--- src/rtl/axi_lite_if_gpio_if.sv ---
// AXI-Lite bus bundle between the MMIO bus master and the GPIO register slave.
// Every channel transfers on a rising edge where its VALID and READY are both 1.
interface axi_lite_if_gpio_if #(
  parameter int ADDR_W = 32,
  parameter int DATA_W = 32
);
  logic [ADDR_W-1:0]   AWADDR;
  logic                AWVALID;
  logic                AWREADY;
  logic [DATA_W-1:0]   WDATA;
  logic [DATA_W/8-1:0] WSTRB;
  logic                WVALID;
  logic                WREADY;
  logic [1:0]          BRESP;
  logic                BVALID;
  logic                BREADY;
  logic [ADDR_W-1:0]   ARADDR;
  logic                ARVALID;
  logic                ARREADY;
  logic [DATA_W-1:0]   RDATA;
  logic [1:0]          RRESP;
  logic                RVALID;
  logic                RREADY;

  modport master (
    output AWADDR, AWVALID, WDATA, WSTRB, WVALID, BREADY, ARADDR, ARVALID, RREADY,
    input  AWREADY, WREADY, BRESP, BVALID, ARREADY, RDATA, RRESP, RVALID
  );

  modport slave (
    input  AWADDR, AWVALID, WDATA, WSTRB, WVALID, BREADY, ARADDR, ARVALID, RREADY,
    output AWREADY, WREADY, BRESP, BVALID, ARREADY, RDATA, RRESP, RVALID
  );
endinterface

--- src/rtl/axi_lite_if_gpio.sv ---
// AXI-Lite slave with two GPIO registers (DATA @0x0, DIR @0x4) mirrored onto pins.
// AW and W are accepted independently and the write commits once both are present.
module axi_lite_if_gpio #(
  parameter int                 ADDR_W      = 32,
  parameter int                 DATA_W      = 32,
  parameter logic [DATA_W-1:0]  DECERR_DATA = 32'hDEADBEEF
) (
  input  logic              ACLK,
  input  logic              ARESET,
  axi_lite_if_gpio_if.slave bus,
  output logic [DATA_W-1:0] gpio_out,
  output logic [DATA_W-1:0] gpio_dir
);

  localparam int NB = DATA_W / 8;

  logic              aw_held;
  logic [3:0]        aw_addr_q;
  logic              w_held;
  logic [DATA_W-1:0] wdata_q;
  logic [NB-1:0]     wstrb_q;
  logic [DATA_W-1:0] data_reg;
  logic [DATA_W-1:0] dir_reg;

  logic              aw_hs;
  logic              w_hs;
  logic              ar_hs;
  logic              commit;
  logic [3:0]        wr_addr;
  logic [DATA_W-1:0] wr_data;
  logic [NB-1:0]     wr_strb;
  logic [DATA_W-1:0] rd_data;
  logic [1:0]        rd_resp;

  // Only the low nibble of each address is decoded.
  logic unused_addr_bits;
  assign unused_addr_bits = ^{bus.AWADDR[ADDR_W-1:4], bus.ARADDR[ADDR_W-1:4]};

  function automatic logic [DATA_W-1:0] merge_bytes(
    input logic [DATA_W-1:0] old_val,
    input logic [DATA_W-1:0] new_val,
    input logic [NB-1:0]     strb
  );
    logic [DATA_W-1:0] res;
    res = old_val;
    for (int i = 0; i < NB; i++) begin
      if (strb[i]) res[i*8 +: 8] = new_val[i*8 +: 8];
    end
    return res;
  endfunction

  always_comb begin
    aw_hs   = bus.AWVALID && bus.AWREADY;
    w_hs    = bus.WVALID && bus.WREADY;
    ar_hs   = bus.ARVALID && bus.ARREADY;
    commit  = (aw_held || aw_hs) && (w_held || w_hs);
    wr_addr = aw_held ? aw_addr_q : bus.AWADDR[3:0];
    wr_data = w_held ? wdata_q : bus.WDATA;
    wr_strb = w_held ? wstrb_q : bus.WSTRB;
    rd_data = DECERR_DATA;
    rd_resp = 2'b11;
    case (bus.ARADDR[3:0])
      4'h0: begin rd_data = data_reg; rd_resp = 2'b00; end
      4'h4: begin rd_data = dir_reg;  rd_resp = 2'b00; end
      default: ;
    endcase
  end

  // Write path: one outstanding write, readies gated while a response is pending.
  always_ff @(posedge ACLK) begin
    if (ARESET) begin
      bus.AWREADY <= 1'b0;
      bus.WREADY  <= 1'b0;
      bus.BVALID  <= 1'b0;
      bus.BRESP   <= 2'b00;
      aw_held     <= 1'b0;
      aw_addr_q   <= '0;
      w_held      <= 1'b0;
      wdata_q     <= '0;
      wstrb_q     <= '0;
      data_reg    <= '0;
      dir_reg     <= '0;
    end else begin
      bus.AWREADY <= bus.AWVALID && !bus.AWREADY && !aw_held && !bus.BVALID;
      bus.WREADY  <= bus.WVALID && !bus.WREADY && !w_held && !bus.BVALID;

      if (bus.BVALID && bus.BREADY) bus.BVALID <= 1'b0;

      if (commit) begin
        aw_held    <= 1'b0;
        w_held     <= 1'b0;
        bus.BVALID <= 1'b1;
        bus.BRESP  <= 2'b00;
        case (wr_addr)
          4'h0: data_reg <= merge_bytes(data_reg, wr_data, wr_strb);
          4'h4: dir_reg  <= merge_bytes(dir_reg, wr_data, wr_strb);
          default: ;
        endcase
      end else begin
        if (aw_hs) begin
          aw_held   <= 1'b1;
          aw_addr_q <= bus.AWADDR[3:0];
        end
        if (w_hs) begin
          w_held  <= 1'b1;
          wdata_q <= bus.WDATA;
          wstrb_q <= bus.WSTRB;
        end
      end
    end
  end

  // Read path: RDATA keeps its last value after the R handshake.
  always_ff @(posedge ACLK) begin
    if (ARESET) begin
      bus.ARREADY <= 1'b0;
      bus.RVALID  <= 1'b0;
      bus.RDATA   <= '0;
      bus.RRESP   <= 2'b00;
    end else begin
      bus.ARREADY <= bus.ARVALID && !bus.ARREADY && !bus.RVALID;
      if (ar_hs) begin
        bus.RVALID <= 1'b1;
        bus.RDATA  <= rd_data;
        bus.RRESP  <= rd_resp;
      end else if (bus.RVALID && bus.RREADY) begin
        bus.RVALID <= 1'b0;
        bus.RRESP  <= 2'b00;
      end
    end
  end

  assign gpio_out = data_reg;
  assign gpio_dir = dir_reg;

endmodule

--- src/flat_wrapper.sv ---
// flat-port wrapper written by rule: the top's interface ports become plain ports
module axi_lite_if_gpio_flat 
#(
  parameter int                 ADDR_W      = 32,
  parameter int                 DATA_W      = 32,
  parameter logic [DATA_W-1:0]  DECERR_DATA = 32'hDEADBEEF
)
  (ACLK, ARESET, gpio_out, gpio_dir, bus_AWADDR, bus_AWVALID, bus_WDATA, bus_WSTRB, bus_WVALID, bus_BREADY, bus_ARADDR, bus_ARVALID, bus_RREADY, bus_AWREADY, bus_WREADY, bus_BRESP, bus_BVALID, bus_ARREADY, bus_RDATA, bus_RRESP, bus_RVALID);
  axi_lite_if_gpio_if #(.ADDR_W(ADDR_W), .DATA_W(DATA_W)) bus_i ();
  input  logic ACLK;
  input  logic ARESET;
  output logic [DATA_W-1:0] gpio_out;
  output logic [DATA_W-1:0] gpio_dir;
  input wire logic [$bits(bus_i.AWADDR)-1:0] bus_AWADDR;
  input wire logic [$bits(bus_i.AWVALID)-1:0] bus_AWVALID;
  input wire logic [$bits(bus_i.WDATA)-1:0] bus_WDATA;
  input wire logic [$bits(bus_i.WSTRB)-1:0] bus_WSTRB;
  input wire logic [$bits(bus_i.WVALID)-1:0] bus_WVALID;
  input wire logic [$bits(bus_i.BREADY)-1:0] bus_BREADY;
  input wire logic [$bits(bus_i.ARADDR)-1:0] bus_ARADDR;
  input wire logic [$bits(bus_i.ARVALID)-1:0] bus_ARVALID;
  input wire logic [$bits(bus_i.RREADY)-1:0] bus_RREADY;
  output wire logic [$bits(bus_i.AWREADY)-1:0] bus_AWREADY;
  output wire logic [$bits(bus_i.WREADY)-1:0] bus_WREADY;
  output wire logic [$bits(bus_i.BRESP)-1:0] bus_BRESP;
  output wire logic [$bits(bus_i.BVALID)-1:0] bus_BVALID;
  output wire logic [$bits(bus_i.ARREADY)-1:0] bus_ARREADY;
  output wire logic [$bits(bus_i.RDATA)-1:0] bus_RDATA;
  output wire logic [$bits(bus_i.RRESP)-1:0] bus_RRESP;
  output wire logic [$bits(bus_i.RVALID)-1:0] bus_RVALID;
  assign bus_i.AWADDR = bus_AWADDR;
  assign bus_i.AWVALID = bus_AWVALID;
  assign bus_i.WDATA = bus_WDATA;
  assign bus_i.WSTRB = bus_WSTRB;
  assign bus_i.WVALID = bus_WVALID;
  assign bus_i.BREADY = bus_BREADY;
  assign bus_i.ARADDR = bus_ARADDR;
  assign bus_i.ARVALID = bus_ARVALID;
  assign bus_i.RREADY = bus_RREADY;
  assign bus_AWREADY = bus_i.AWREADY;
  assign bus_WREADY = bus_i.WREADY;
  assign bus_BRESP = bus_i.BRESP;
  assign bus_BVALID = bus_i.BVALID;
  assign bus_ARREADY = bus_i.ARREADY;
  assign bus_RDATA = bus_i.RDATA;
  assign bus_RRESP = bus_i.RRESP;
  assign bus_RVALID = bus_i.RVALID;
  axi_lite_if_gpio #(.ADDR_W(ADDR_W), .DATA_W(DATA_W), .DECERR_DATA(DECERR_DATA)) u_core (.ACLK(ACLK), .ARESET(ARESET), .bus(bus_i), .gpio_out(gpio_out), .gpio_dir(gpio_dir));
endmodule
--- config.mk ---
export PLATFORM = sky130hd
export DESIGN_NAME = axi_lite_if_gpio_flat
export DESIGN_NICKNAME = d
export VERILOG_FILES = /design/src/rtl/axi_lite_if_gpio_if.sv /design/src/rtl/axi_lite_if_gpio.sv /design/src/flat_wrapper.sv
export SDC_FILE = /design/constraint.sdc
export NUM_CORES = 1
export LEC_CHECK = 0
export BUFFER_PORTS_ARGS = -buffer_cell sky130_fd_sc_hd__buf_2
export CELL_PAD_IN_SITES_DETAIL_PLACEMENT = 1
export CELL_PAD_IN_SITES_GLOBAL_PLACEMENT = 2
export CORE_MARGIN = 2
export CORE_UTILIZATION = 32
export CTS_BUF_LIST = sky130_fd_sc_hd__clkbuf_4 sky130_fd_sc_hd__clkbuf_8 sky130_fd_sc_hd__clkbuf_16
export DETAILED_ROUTE_END_ITERATION = 10
export PLACE_DENSITY_LB_ADDON = 0.2
export SETUP_SLACK_MARGIN = 0.4
export SLEW_MARGIN = 20
export SYNTH_ARGS = -nofsm -noshare
export SYNTH_HDL_FRONTEND = slang
export SYNTH_SLANG_ARGS = --single-unit
--- constraint.sdc ---
create_clock -name ACLK -period 4.8 [get_ports ACLK]
set_clock_uncertainty 0.15 [all_clocks]
set_input_delay 0.96 -clock ACLK [delete_from_list [all_inputs] [get_ports ACLK]]
set_output_delay 0.96 -clock ACLK [all_outputs]
set_load 0.03 [all_outputs]
== After elaboration in Yosys (flattened, before gate mapping) ==
Cells that the tools add are included.

* Eq/ne operators: 2
* Multiplexer cells: 11
* Bitwise gates (word level): 1
* Reductions and logical operators: 39

{| class="wikitable"
|+ Operators by type and width
! kind !! number
|-
| $pmux W32 S2 || 1
|-
| $mux W32 || 1
|-
| $reduce_and A3 Y1 || 8
|-
| $logic_and A1 B1 Y1 || 14
|-
| $eq A4 B3 Y1 const B || 2
|-
| $logic_not A4 Y1 || 2
|-
| $mux W4 || 2
|-
| $logic_not A1 Y1 || 7
|-
| $mux W2 || 3
|-
| $mux W1 || 4
|-
| $reduce_and A2 Y1 || 2
|-
| $reduce_bool A2 Y1 || 2
|-
| $reduce_or A2 Y1 || 2
|-
| $logic_or A1 B1 Y1 || 2
|-
| $not A1 Y1 || 1
|}

* Flip-flop bits (word level): 145
* Bits of input ports: 107
* Output and inout port bits: 105
* Logic and storage cells: 73

== Logic depth before layout (Yosys ltp) ==
* Depth after elaboration: 5
* Gate-level depth with buffers: 7
* Gate-level depth less buffers: 4

== Worst setup path after synthesis ==
Ideal clock, no wire load.

* Path kind: input to register
* Start point: input port bus_ARADDR[3]
* End point: register u_core.bus.RDATA[10]
* Setup time: 134 ps
* Arrival: 2043 ps
* Required time: 4516 ps
* Slack: 2473 ps
* Stages on the path: 5
* Buffers on the path: 2
* Cell sequence: or3_1 clkbuf_1 nor2_1 buf_2 a211oi_1

* Longest elaborated chain between the ends: 2
* Elaborated cells on any way between the ends: 3
* Classes of those cells: eq/ne: 1; mux: 1; reduce/logical: 1

{| class="wikitable"
|+ Ends and longest elaborated chain
! element !! RTL line !! source
|-
| from (decl) || flat_wrapper.sv:20 || <nowiki>input wire logic [$bits(bus_i.ARADDR)-1:0] bus_ARADDR;</nowiki>
|-
| $eq A4 B3 Y1 or $logic_not A4 Y1 (tied branches) || axi_lite_if_gpio.sv:62 || <nowiki>case (bus.ARADDR[3:0])</nowiki>
|-
| $pmux W32 S2 * || axi_lite_if_gpio.sv:62 ||
|-
| to (signal assigned) || axi_lite_if_gpio.sv:124 || <nowiki>bus.RDATA <= rd_data;</nowiki>
|-
| to (decl) || axi_lite_if_gpio_if.sv:32 || <nowiki>output AWREADY, WREADY, BRESP, BVALID, ARREADY, RDATA, RRESP, RVALID</nowiki>
|}

Every way passes the cells marked *; elsewhere a longest branch is shown, timed or not.
A chain may end at the register's enable or synchronous reset.

== Final worst setup path ==
* Start point: register u_core.w_held
* End point: register u_core.dir_reg[24], in the netlist u_core.gpio_dir[24]

* Longest elaborated chain between the ends: 3
* Elaborated cells on any way between the ends: 5
* Classes of those cells: mux: 2; reduce/logical: 3

{| class="wikitable"
|+ Ends and longest elaborated chain
! element !! RTL line !! source
|-
| from (decl) || axi_lite_if_gpio.sv:19 || <nowiki>logic w_held;</nowiki>
|-
| from (signal assigned) || axi_lite_if_gpio.sv:78 || <nowiki>w_held <= 1'b0;</nowiki>
|-
| from (signal assigned) || axi_lite_if_gpio.sv:91 || <nowiki>w_held <= 1'b0;</nowiki>
|-
| from (signal assigned) || axi_lite_if_gpio.sv:105 || <nowiki>w_held <= 1'b1;</nowiki>
|-
| $logic_or A1 B1 Y1 || axi_lite_if_gpio.sv:56 || <nowiki>commit = (aw_held || aw_hs) && (w_held || w_hs);</nowiki>
|-
| $logic_and A1 B1 Y1 || axi_lite_if_gpio.sv:56 ||
|-
| $reduce_and A3 Y1 (no line) || n/a ||
|-
| to (signal assigned) || axi_lite_if_gpio.sv:96 || <nowiki>4'h4: dir_reg <= merge_bytes(dir_reg, wr_data, wr_strb);</nowiki>
|-
| to (decl) || axi_lite_if_gpio.sv:23 || <nowiki>logic [DATA_W-1:0] dir_reg;</nowiki>
|}

Parallel ways exist; a longest one is shown, timed or not.

==> qor.txt <==
reg2reg setup slack = 2230 ps
DP Wirelength = 12500 um
Synth area leader = dfxtp_1
Area Growth Syn to Fin = 24.5%
starting density of the core = 32.3%
Clock Latency Late Sink = 420 ps
TNS Setup = 0 ps
Max FO, Critical Path = 25
cell count after synthesis = 661
Fin. Hold Viols = 0
Crit path required time = 4950 ps
Unique masters post-synth = 32
Core ar. = 19300 um2
fillers = 2260
Seq/Total Area, Yosys = 46.1%
status = finished clean
H-tree depth = 4
Peak supply drop = 0.000258 V
Max Slew Vio Count = 0
Max Root-Sink Buffers = 2
final setup violation count = 0
clock buffer count from CTS = 17
Max-slew headroom = 40.0%
hold endpoint = u_core.wdata_q[31]
main area contributors after synthesis = dfxtp_1 46%, mux2_2 12%, mux2i_1 11%
Power Total = 0.00273 W
CTS sink count = 144
footprint of the multi-input gates = 3160 um2
syn_area_per_cell = 9.46 um2
routability cong. = 0.714
Worst R2R Path Depth = 4
synthesized area = 6250 um2
Hold-fix buffers, CTS = 0
GRT Total Usage = 18.1%
Hold Path Stages = 2
Max Cap Viol = 0
initial antenna violation count = 2
starting DRC count in detailed routing = 106
Register Area = 2880 um2
largest net degree at the start of global routing = 87
CP max stage cell = dfxtp_2
DR top layer = met5
total grt overflow = 0
I/O pin cnt = 212
Hold WC Path Type = flop to flop
clk root buf = clkbuf_16
crit path capture type = flop
number of synthesized flops with an enable pin = 0
Final #Nets = 901
ys flop type = dfxtp_1
crit path time final = 2570 ps
Final ANT Viol Nets = 0
Crit. Startpoint = u_core.w_held
PortBufs = 153
Synth Warn # = 0
WS Path Type = flop to flop
post-CTS setup buffers = 0
DRC = 0
share of layout cells above drive strength 1 = 34.3%
Wirelength per Cell = 16.9 um
PD cells = 351 nW/um2
FMAX = 388 MHz
Worst-path clk slew = 60 ps
Critical Path Max Stage Delay = 870 ps
final hold slack = 305 ps
pre-CTS setup slack = 1850 ps
drt total wl = 18200 um
critical path buffer and inverter count = 0
P_leak = 3.31 nW
Slew @ Worst Pin = 899 ps
Die X = 144 um
Synth Register Bits = 144
Setup WS post-layout = 2230 ps
Pre-antenna DRT Iters = 4
Synth top area share = 46.1%
met2 WL = 8720 um
routed length on met3 = 994 um
TritonCTS clock tree = done
first-pass GRT wire length = 28600 um
r2r startpoint = u_core.w_held
delay-heaviest family, CP = flip-flops
Vias = 5157
Final period util = 53.6%
most frequent cell after synthesis = dfxtp_1
drt via density = 4.81
CP cell instances = a21o_2 -> nand4_2 -> nor3_4 -> mux2_2
Commonest cells post-synth = 144 x dfxtp_1, 81 x nand2_1, 69 x nor2_1
die area = 20700 um2
CP startpoint kind = flop
Worst Path Arrival = 2730 ps
Core Rows = 51
hold_sp = u_core.wdata_q[31]
ys async rst share = 0%
reg-to-reg critical path endpoint = u_core.gpio_dir[24]
post-cts sizing count = 0
RSZ-0062 raised after global routing = no
Die Y = 144 um
Met1 Wirelength = 8160 um
vias in the first global route = 5367
-- cell families after synthesis --
group | Yosys count | share of synthesized area, %
other cells | 1 | 0.0600
flops | 144 | 46.1
compound gates | 84 | 7.85
mux | 134 | 22.8
buf+inv | 46 | 3.48
simple gates | 252 | 19.7
-- flip-flops by register name, summed over array words and instances (netlist names) --
name                count
u_core.bus.AWREADY      1
u_core.aw_addr_q        4
u_core.bus.RVALID       1
u_core.gpio_out        32
u_core.bus.ARREADY      1
u_core.gpio_dir        32
u_core.bus.WREADY       1
u_core.wstrb_q          4
u_core.bus.BVALID       1
u_core.bus.RDATA       32
u_core.wdata_q         32
u_core.bus.RRESP        1
u_core.w_held           1
u_core.aw_held          1
-- worst max path at each step --
| stage | to | slack, ps | cells past startpoint |
|---|---|---|---|
| after floorplan | u_core.bus.RDATA[10] | 2470 | 5 |
| after global placement | u_core.wdata_q[17] | 1900 | 5 |
| after detailed placement | u_core.wdata_q[12] | 1850 | 5 |
| after CTS | u_core.gpio_dir[29] | 2120 | 4 |
| after global routing | u_core.gpio_dir[31] | 2020 | 4 |
| final | u_core.gpio_dir[24] | 2230 | 4 |
-- per-stage QoR --
step | cells | area, um2 | utilization [%]
floorplan | 662 | 6250 | -
global placement | 1040 | 7200 | 37.3
detailed placement | 1040 | 7200 | 37.3
CTS | 1072 | 7780 | 40.2
global route | 1072 | 7780 | 40.2
finish | 1073 | 7780 | 40.2
-- cell usage in the layout, fill, tap and decap left out, types with 4 or more instances in the layout --
cell,instances
a211oi_1,24
buf_4,6
clkbuf_16,17
mux2i_1,66
nor2_1,68
nand3_1,4
clkbuf_8,4
nor3_1,10
dfxtp_1,143
nor2_2,7
o21ai_0,4
nor2b_1,65
a21oi_1,52
clkinvlp_4,4
mux2_2,68
buf_2,152
clkinv_2,5
nand2_1,81
-- routing by layer --
| layer | global-route usage [%] | up-vias |
|---|---|---|
| met5 | 0 | - |
| met4 | 5.99 | 2 |
| met3 | 4.90 | 24 |
| met2 | 31.1 | 125 |
| met1 | 21.9 | 2491 |
| li1 | - | 2515 |
-- worst reg2reg max path: cells and delay by family (launching register included) --
| kind | cells | cell delay [ps] |
|---|---|---|
| simple gates | 2 | 720 |
| compound gates | 1 | 320 |
| mux | 1 | 400 |
| flops | 1 | 870 |
-- final cells by class --
class	instances	area share (%)
Sequential cell	144	37.1
Clock buffer	22	6.27
Clock inverter	10	1.09
Antenna cell	1	0.0322
Tap cell	265	4.26
Multi-Input combinational cell	472	40.7
Timing Repair Buffer	159	10.6
-- power by group --
| part | leakage [nW] | internal (W) | switching [W] |
|---|---|---|---|
| logic | 1.86 | 0.0000735 | 0.000139 |
| clock network | 0.277 | 0.000769 | 0.000512 |
| registers | 1.17 | 0.00122 | 0.0000195 |
| total | 3.31 | 0.00206 | 0.000671 |
Note: power is estimated with default switching activity, not from simulation.
